==> src/rtl/uart_tx_engine_if.sv <==
// rtl/uart_tx_engine_if.sv - packetiser-to-UART-transmitter start/busy/done handshake bundle
// The packetiser drives data/start as master; the transmit engine is the slave.
interface uart_tx_engine_if;
  logic [7:0] TX_Data_in;
  logic       TX_Start;
  logic       TX_out;
  logic       TX_Busy;
  logic       TX_Done;

  modport master (
    output TX_Data_in,
    output TX_Start,
    input  TX_out,
    input  TX_Busy,
    input  TX_Done
  );

  modport slave (
    input  TX_Data_in,
    input  TX_Start,
    output TX_out,
    output TX_Busy,
    output TX_Done
  );
endinterface

==> src/rtl/uart_tx_engine.sv <==
// rtl/uart_tx_engine.sv - UART transmitter, 8 data bits LSB first, one stop bit, internal baud divider
// Define UART_TX_PARITY_EN to insert an even-parity bit between the data and stop bits.
module uart_tx_engine #(
  parameter int CLKS_PER_BIT = 868
) (
  input  logic            clk,
  input  logic            reset_b,
  uart_tx_engine_if.slave tx_if
);

  localparam int            CW      = (CLKS_PER_BIT > 1) ? $clog2(CLKS_PER_BIT) : 1;
  localparam logic [CW-1:0] CNT_MAX = CW'(CLKS_PER_BIT - 1);

  localparam logic [2:0] IDLE       = 3'd0;
  localparam logic [2:0] START_BIT  = 3'd1;
  localparam logic [2:0] DATA_BITS  = 3'd2;
`ifdef UART_TX_PARITY_EN
  localparam logic [2:0] PARITY_BIT = 3'd3;
`endif
  localparam logic [2:0] STOP_BIT   = 3'd4;

  logic [2:0]    state_q, state_d;
  logic [CW-1:0] cnt_q,   cnt_d;
  logic [2:0]    idx_q,   idx_d;
  logic [7:0]    shift_q, shift_d;
  logic          tx_q,    tx_d;
  logic          busy_q,  busy_d;
  logic          done_q,  done_d;
  logic          bit_end;
`ifdef UART_TX_PARITY_EN
  logic          parity_q, parity_d;
`endif

  assign bit_end = (cnt_q == CNT_MAX);

  // Line level for the next bit is computed here so TX_out stays a plain flop.
  always_comb begin
    state_d = state_q;
    cnt_d   = cnt_q;
    idx_d   = idx_q;
    shift_d = shift_q;
    tx_d    = tx_q;
    busy_d  = busy_q;
    done_d  = 1'b0;
`ifdef UART_TX_PARITY_EN
    parity_d = parity_q;
`endif
    case (state_q)
      IDLE: begin
        tx_d   = 1'b1;
        busy_d = 1'b0;
        cnt_d  = '0;
        idx_d  = '0;
        if (tx_if.TX_Start) begin
          shift_d = tx_if.TX_Data_in;
`ifdef UART_TX_PARITY_EN
          parity_d = ^tx_if.TX_Data_in;
`endif
          state_d = START_BIT;
          tx_d    = 1'b0;
          busy_d  = 1'b1;
        end
      end
      START_BIT: begin
        if (bit_end) begin
          cnt_d   = '0;
          state_d = DATA_BITS;
          tx_d    = shift_q[0];
        end else begin
          cnt_d = cnt_q + 1'b1;
        end
      end
      DATA_BITS: begin
        if (bit_end) begin
          cnt_d   = '0;
          shift_d = {1'b0, shift_q[7:1]};
          idx_d   = idx_q + 3'd1;
          if (idx_q == 3'd7) begin
`ifdef UART_TX_PARITY_EN
            state_d = PARITY_BIT;
            tx_d    = parity_q;
`else
            state_d = STOP_BIT;
            tx_d    = 1'b1;
`endif
          end else begin
            tx_d = shift_d[0];
          end
        end else begin
          cnt_d = cnt_q + 1'b1;
        end
      end
`ifdef UART_TX_PARITY_EN
      PARITY_BIT: begin
        if (bit_end) begin
          cnt_d   = '0;
          state_d = STOP_BIT;
          tx_d    = 1'b1;
        end else begin
          cnt_d = cnt_q + 1'b1;
        end
      end
`endif
      STOP_BIT: begin
        if (bit_end) begin
          cnt_d   = '0;
          state_d = IDLE;
          tx_d    = 1'b1;
          busy_d  = 1'b0;
          done_d  = 1'b1;
        end else begin
          cnt_d = cnt_q + 1'b1;
        end
      end
      default: begin
        state_d = IDLE;
        cnt_d   = '0;
        idx_d   = '0;
        tx_d    = 1'b1;
        busy_d  = 1'b0;
      end
    endcase
  end

  always_ff @(posedge clk or negedge reset_b) begin
    if (!reset_b) begin
      state_q <= IDLE;
      cnt_q   <= '0;
      idx_q   <= '0;
      shift_q <= '0;
      tx_q    <= 1'b1;
      busy_q  <= 1'b0;
      done_q  <= 1'b0;
`ifdef UART_TX_PARITY_EN
      parity_q <= 1'b0;
`endif
    end else begin
      state_q <= state_d;
      cnt_q   <= cnt_d;
      idx_q   <= idx_d;
      shift_q <= shift_d;
      tx_q    <= tx_d;
      busy_q  <= busy_d;
      done_q  <= done_d;
`ifdef UART_TX_PARITY_EN
      parity_q <= parity_d;
`endif
    end
  end

  assign tx_if.TX_out  = tx_q;
  assign tx_if.TX_Busy = busy_q;
  assign tx_if.TX_Done = done_q;

endmodule

==> src/flat_wrapper.sv <==
// flat-port wrapper written by rule: the top's interface ports become plain ports
module uart_tx_engine_flat 
#(
  parameter int CLKS_PER_BIT = 868
)
  (clk, reset_b, tx_if_TX_Data_in, tx_if_TX_Start, tx_if_TX_out, tx_if_TX_Busy, tx_if_TX_Done);
  uart_tx_engine_if tx_if_i ();
  input  logic clk;
  input  logic reset_b;
  input wire logic [$bits(tx_if_i.TX_Data_in)-1:0] tx_if_TX_Data_in;
  input wire logic [$bits(tx_if_i.TX_Start)-1:0] tx_if_TX_Start;
  output wire logic [$bits(tx_if_i.TX_out)-1:0] tx_if_TX_out;
  output wire logic [$bits(tx_if_i.TX_Busy)-1:0] tx_if_TX_Busy;
  output wire logic [$bits(tx_if_i.TX_Done)-1:0] tx_if_TX_Done;
  assign tx_if_i.TX_Data_in = tx_if_TX_Data_in;
  assign tx_if_i.TX_Start = tx_if_TX_Start;
  assign tx_if_TX_out = tx_if_i.TX_out;
  assign tx_if_TX_Busy = tx_if_i.TX_Busy;
  assign tx_if_TX_Done = tx_if_i.TX_Done;
  uart_tx_engine #(.CLKS_PER_BIT(CLKS_PER_BIT)) u_core (.clk(clk), .reset_b(reset_b), .tx_if(tx_if_i));
endmodule
==> config.mk <==
export PLATFORM = sky130hd
export DESIGN_NAME = uart_tx_engine_flat
export DESIGN_NICKNAME = d
export VERILOG_FILES = /design/src/rtl/uart_tx_engine_if.sv /design/src/rtl/uart_tx_engine.sv /design/src/flat_wrapper.sv
export SDC_FILE = /design/constraint.sdc
export NUM_CORES = 1
export LEC_CHECK = 0
export ABC_AREA = 1
export BUFFER_PORTS_ARGS = -buffer_cell sky130_fd_sc_hd__buf_2
export CAP_MARGIN = 20
export CORE_ASPECT_RATIO = 1.5
export CORE_MARGIN = 1.5
export CORE_UTILIZATION = 50
export DETAILED_ROUTE_END_ITERATION = 12
export PLACE_DENSITY = 0.71
export SLEW_MARGIN = 5
export SYNTH_ARGS = -nofsm -noshare
export SYNTH_HDL_FRONTEND = slang
export SYNTH_SLANG_ARGS = --single-unit
==> constraint.sdc <==
create_clock -name clk -period 2.3 [get_ports clk]
set_input_delay 0.46 -clock clk [delete_from_list [all_inputs] [get_ports clk]]
set_output_delay 0.46 -clock clk [all_outputs]
set_load 0.01 [all_outputs]
## Word level (Yosys, flattened, before mapping)

Index checks and enable logic that the tools add are counted.

- Add/sub/neg operators: 2
- Equal/unequal tests: 10
- Multiplexer cells: 24
- Bitwise logic cells: 2
- Reductions and logical operators: 10

Operators by type and width:

| operator | count |
|---|---|
| $mux W10 | 2 |
| $mux W3 | 6 |
| $mux W8 | 2 |
| $pmux W8 S2 | 1 |
| $pmux W3 S4 | 1 |
| $add A10 B1 Y10 const B | 1 |
| $eq A10 B10 Y1 const B | 1 |
| $mux W1 | 9 |
| $ne A2 B1 Y1 const B | 4 |
| $eq A3 B3 Y1 const B | 2 |
| $pmux W3 S2 | 1 |
| $reduce_and A3 Y1 | 2 |
| $reduce_and A5 Y1 | 1 |
| $pmux W1 S4 | 1 |
| $reduce_and A2 Y1 | 2 |
| $reduce_or A2 Y1 | 2 |
| $add A3 B1 Y3 const B | 1 |
| $eq A3 B1 Y1 const B | 1 |
| $eq A3 B2 Y1 const B | 1 |
| $logic_not A3 Y1 | 1 |
| $pmux W1 S3 | 1 |
| $reduce_or A3 Y1 | 1 |
| $ne A2 B2 Y1 const B | 1 |
| $not A1 Y1 | 2 |
| $reduce_bool A2 Y1 | 1 |

- Register bits: 27
- Logic and storage cells: 55

## Longest topological paths before layout

- Depth after elaboration: 4
- Depth in mapped cells: 9
- Gate-level depth less buffers: 8

## Worst setup path after synthesis

OpenSTA, ideal clock, no wires.

- Path type: register -> register
- Start: register u_core.cnt_q[0]
- End: register u_core.state_q[1]
- Setup time: 0.117 ns
- Data arrival time: 1.222 ns
- Path slack: 0.961 ns
- Cell stages (with the launch flop): 10
- Path buffers: 1
- Period minus slack after synthesis: 1.339 ns
- Cells stage by stage: dfrtp_1 -> ha_1 -> nand2_2 -> nor2_4 -> nand4_4 -> nand2_2 -> buf_6 -> nand2_2 -> nand2_1 -> nand2_1

- Cells in the longest elaborated chain, start to end: 3
- Elaborated cells on any way between the ends: 5
- Classes of those cells: eq/ne: 4; reduce/logical: 1

RTL lines:

| item | RTL line | RTL |
|---|---|---|
| start, declared | uart_tx_engine.sv:23 | `logic [CW-1:0] cnt_q, cnt_d;` |
| start signal, assigned | uart_tx_engine.sv:139 | `cnt_q <= cnt_d;` |
| $eq A10 B10 Y1 (*) | uart_tx_engine.sv:34 | `assign bit_end = (cnt_q == CNT_MAX);` |
| $ne A2 B1 Y1 (no source line) | - |  |
| $reduce_and A5 Y1 (no source line) (*) | - |  |
| end signal, assigned | uart_tx_engine.sv:138 | `state_q <= state_d;` |
| end, declared | uart_tx_engine.sv:22 | `logic [2:0] state_q, state_d;` |

Mark *: on every way between the ends. The rest lies on a longest branch, timed or not.
A chain may end at the register's enable or synchronous reset.

## Final worst setup path

- Start: register u_core.cnt_q[0]
- End: register u_core.cnt_q[2]

- Cells in the longest elaborated chain, start to end: 3
- Elaborated cells on any way between the ends: 4
- Classes of those cells: add/sub: 1; eq/ne: 1; mux: 2

RTL lines:

| item | RTL line |
|---|---|
| $add A10 B1 Y10 / $eq A10 B10 Y1 (equally long branches) | - |
| $mux W10 (*) | uart_tx_engine.sv:65, uart_tx_engine.sv:74, uart_tx_engine.sv:105 |
| $mux W10 (*) | - |
| via u_core.cnt_d[2] | uart_tx_engine.sv:23 |

The timed path passes the listed nets; every way through them passes the cells marked *.

==> impl_metrics.py <==
metrics = {
    "power": {
        "ir_drop_mv": 0.638,
        "clkPwrFrac_pct": 15.5,
        "internal-power_w": 0.000969,
        "p_per_area_mw_per_mm2": 1070,
        "p_sw_share_pct": 43.9,
        "switchingPower_w": 0.000757,
        "leakage_nw": 0.856,
        "combPwrFrac_pct": 43.6,
        "pwr-share-seq_pct": 40.9,
    },
    "sta": {
        "setup_viol": 0,
        "finalCritPeriodShare_pct": 68.4,
        "max_slew_margin_pct": 59.5,
        "timing.final.hold_violations": 0,
        "period_minus_slack_ps": 1570,
        "max_freq_ghz": 0.636,
        "tightestPinTransition_ps": 607,
        "finalSetupTns_ps": 0,
        "rsz0062_at_grt": "no",
        "clock_skew_ps": 3.72,
        "drv_slew": 0,
        "timing.hold.ws_ps": 188,
        "layout_setup_ws_ps": 727,
    },
    "clock_network": {
        "clk_latency_ps": 270,
        "cts_setup_buffers": 0,
        "cts-hold-fix-buffers": 0,
        "cts_tree": "built",
        "postCtsResizedCells": 0,
        "cts_max_path_buffers": 2,
        "clock-sinks": 27,
        "htree_levels": 1,
        "path_clk_slew_ps": 90,
        "cts-buffers-inserted": 3,
        "cts_root_buf": "clkbuf_8",
    },
    "yosys": {
        "synth_cell_types": 23,
        "yosys.area_share.simple_pct": 41.0,
        "synth_warnings": 0,
        "synth.area.mux_share_pct": 0,
        "ys_seq_area_share_pct": 45.4,
        "synth_top_family_by_area": "simple AND/OR/NAND/NOR gates",
        "synth-compound-area-share_pct": 1.34,
        "synth_xor_area_share_pct": 2.94,
        "postSynthAreaPerCell_um2": 7.98,
        "synth_fp_nets": 201,
        "synthCells": 187,
        "synthAdderAreaFrac_pct": 2.52,
        "ys_seq_elements": 27,
        "syn-cell-area_mm2": 0.00149,
    },
    "routing": {
        "ant_nets": 0,
        "drc": 0,
        "drt-total-wl_um": 2930,
        "avgViaCountPerCell": 4.88,
        "drt_iter0_drc": 17,
        "wire_per_inst_um": 12.2,
        "vias": 1172,
        "drtPass1Iterations": 4,
    },
    "global_routing": {
        "grtUsageTotal_pct": 20.3,
        "antenna_found_initial": 0,
        "grt_pass1_wl_um": 5000,
        "overflow": 0,
        "grt_max_degree": 28,
        "first_global_vias": 1191,
    },
    "die": {
        "core_mm2": 0.00288,
        "initial_core_util_pct": 51.7,
        "fp.dieH_um": 69.9,
        "ios": 14,
        "die_x_um": 47.6,
        "rows": 24,
        "die_area_mm2": 0.00333,
    },
    "layout": {
        "diodes": 0,
        "syn2layout_area_growth_pct": 8.47,
        "design_area_mm2": 0.00162,
        "finalNetCount": 216,
        "post-route-util_pct": 56.1,
        "drive_gt1_share_pct": 18.9,
    },
    "placed_design": {
        "dpl_cell_area_mm2": 0.00157,
        "portBuffers": 13,
        "place.gp.congestion": 0.795,
        "dp_hpwl_um": 2220,
        "post-place-ws_ps": 734,
    },
    "worst_setup_path": {
        "cp_max_fo": 11,
        "crit_required_ps": 2470,
        "cp_data_arrival_time_ps": 1740,
        "start_kind": "flop",
        "r2r-start": "u_core.cnt_q[0]$_DFF_PN0_",
        "endpoint_kind": "flop",
        "r2r_slack_ps": 730,
        "setup.worst_path.class": "flop to flop",
        "r2r-end": "u_core.cnt_q[2]$_DFF_PN0_",
        "rr_worst_depth": 8,
    },
    "job": {
        "cap_viol_max_count": 0,
    },
    "run_status": {
        "run_status": "complete, no violations",
    },
    "min_path": {
        "hold_path.class": "primary input to async pin",
    },
}
-- cell usage in the layout, fill, tap and decap left out, drive strengths merged --
cell type / instances
xor2: 5
or2: 1
nor3: 4
ha: 3
clkinv: 1
nor2: 20
nand3: 20
dfstp: 1
dfrtp: 26
nand2: 75
a21oi: 3
inv: 18
buf: 13
o21ai: 1
nand4: 5
nand3b: 2
clkbuf: 3
-- through the flow --
step / std cells / power (W)
global route: 240 / 0.00188
detailed placement: 236 / 0.00147
floorplan: 187 / 0.00134
finish: 240 / 0.00173
global placement: 236 / 0.00144
CTS: 240 / 0.00174
-- metal layers --
metal	routed length, um	global-route usage (%)
met1	1200	23.5
met3	41	1.81
met4	33	6.01
met2	1660	36.8
met5	0	0
-- area by class of cell --
| class | instances | area (um2) |
|---|---|---|
| Timing Repair Buffer | 13 | 65.1 |
| Sequential cell | 27 | 677 |
| Inverter | 18 | 67.6 |
| Clock buffer | 3 | 41.3 |
| Fill cell | 287 | 1260 |
| Clock inverter | 1 | 5.00 |
| Multi-Input combinational cell | 139 | 713 |
| Tap cell | 39 | 48.8 |
-- Yosys cell counts, drive strengths merged --
library cell  count  area, um2
a21oi             3       15.0
nor3              4       25.0
buf               3       33.8
or2               1       6.26
dfrtp            26        651
o21ai             1       5.00
dfstp             1       26.3
nor2             20       90.1
nand3b            2       15.0
nand3            20        115
inv              18       67.6
xor2              5       43.8
nand2            75        314
ha                3       37.5
nand4             5       46.3
-- kinds of logic after synthesis --
logic type               after synthesis
flip-flops                            27
AO/OA/AOI/OAI                          4
adder cells (fa/ha/maj)                3
buffers and inverters                 21
XOR/XNOR                               5
AND/OR/NAND/NOR                      127
-- power by group through the flow --
stage / Combinational [W] / Sequential (W) / Clock, W
finish: 0.000754 / 0.000706 / 0.000267
global route: 0.000866 / 0.000718 / 0.000293
CTS: 0.000764 / 0.000704 / 0.000270
detailed placement: 0.000755 / 0.000712 / 0
global placement: 0.000731 / 0.000710 / 0
floorplan: 0.000643 / 0.000698 / 0
-- flip-flops by register name, indices dropped and copies added, names as in the netlist --
register / count
u_core.tx_if.TX_Busy: 1
u_core.tx_if.TX_Done: 1
u_core.cnt_q: 10
u_core.tx_if.TX_out: 1
u_core.state_q: 3
u_core.shift_q: 8
u_core.idx_q: 3
-- worst max-delay path: stages (launching register included) --
cell and delay, ps:
dfrtp_1 410, ha_1 280, nand2_2 90, nor2_4 120, nand4_4 130, nand2_2 240, inv_1 90, nand2_1 60
nor2_1 40
-- worst max path at each step --
stage,start,end,slack (ps),depth (start not counted)
finish,u_core.cnt_q[0]$_DFF_PN0_,u_core.cnt_q[2]$_DFF_PN0_,730,8
global route,u_core.state_q[2]$_DFFE_PN0P_,u_core.idx_q[2]$_DFFE_PN0P_,580,7
CTS,u_core.cnt_q[0]$_DFF_PN0_,u_core.cnt_q[2]$_DFF_PN0_,720,8
detailed placement,u_core.cnt_q[0]$_DFF_PN0_,u_core.cnt_q[2]$_DFF_PN0_,730,8
global placement,u_core.cnt_q[0]$_DFF_PN0_,u_core.cnt_q[2]$_DFF_PN0_,750,8
floorplan,u_core.cnt_q[0]$_DFF_PN0_,u_core.state_q[1]$_DFFE_PN0P_,960,9
Power figures use the tool's default switching activity.
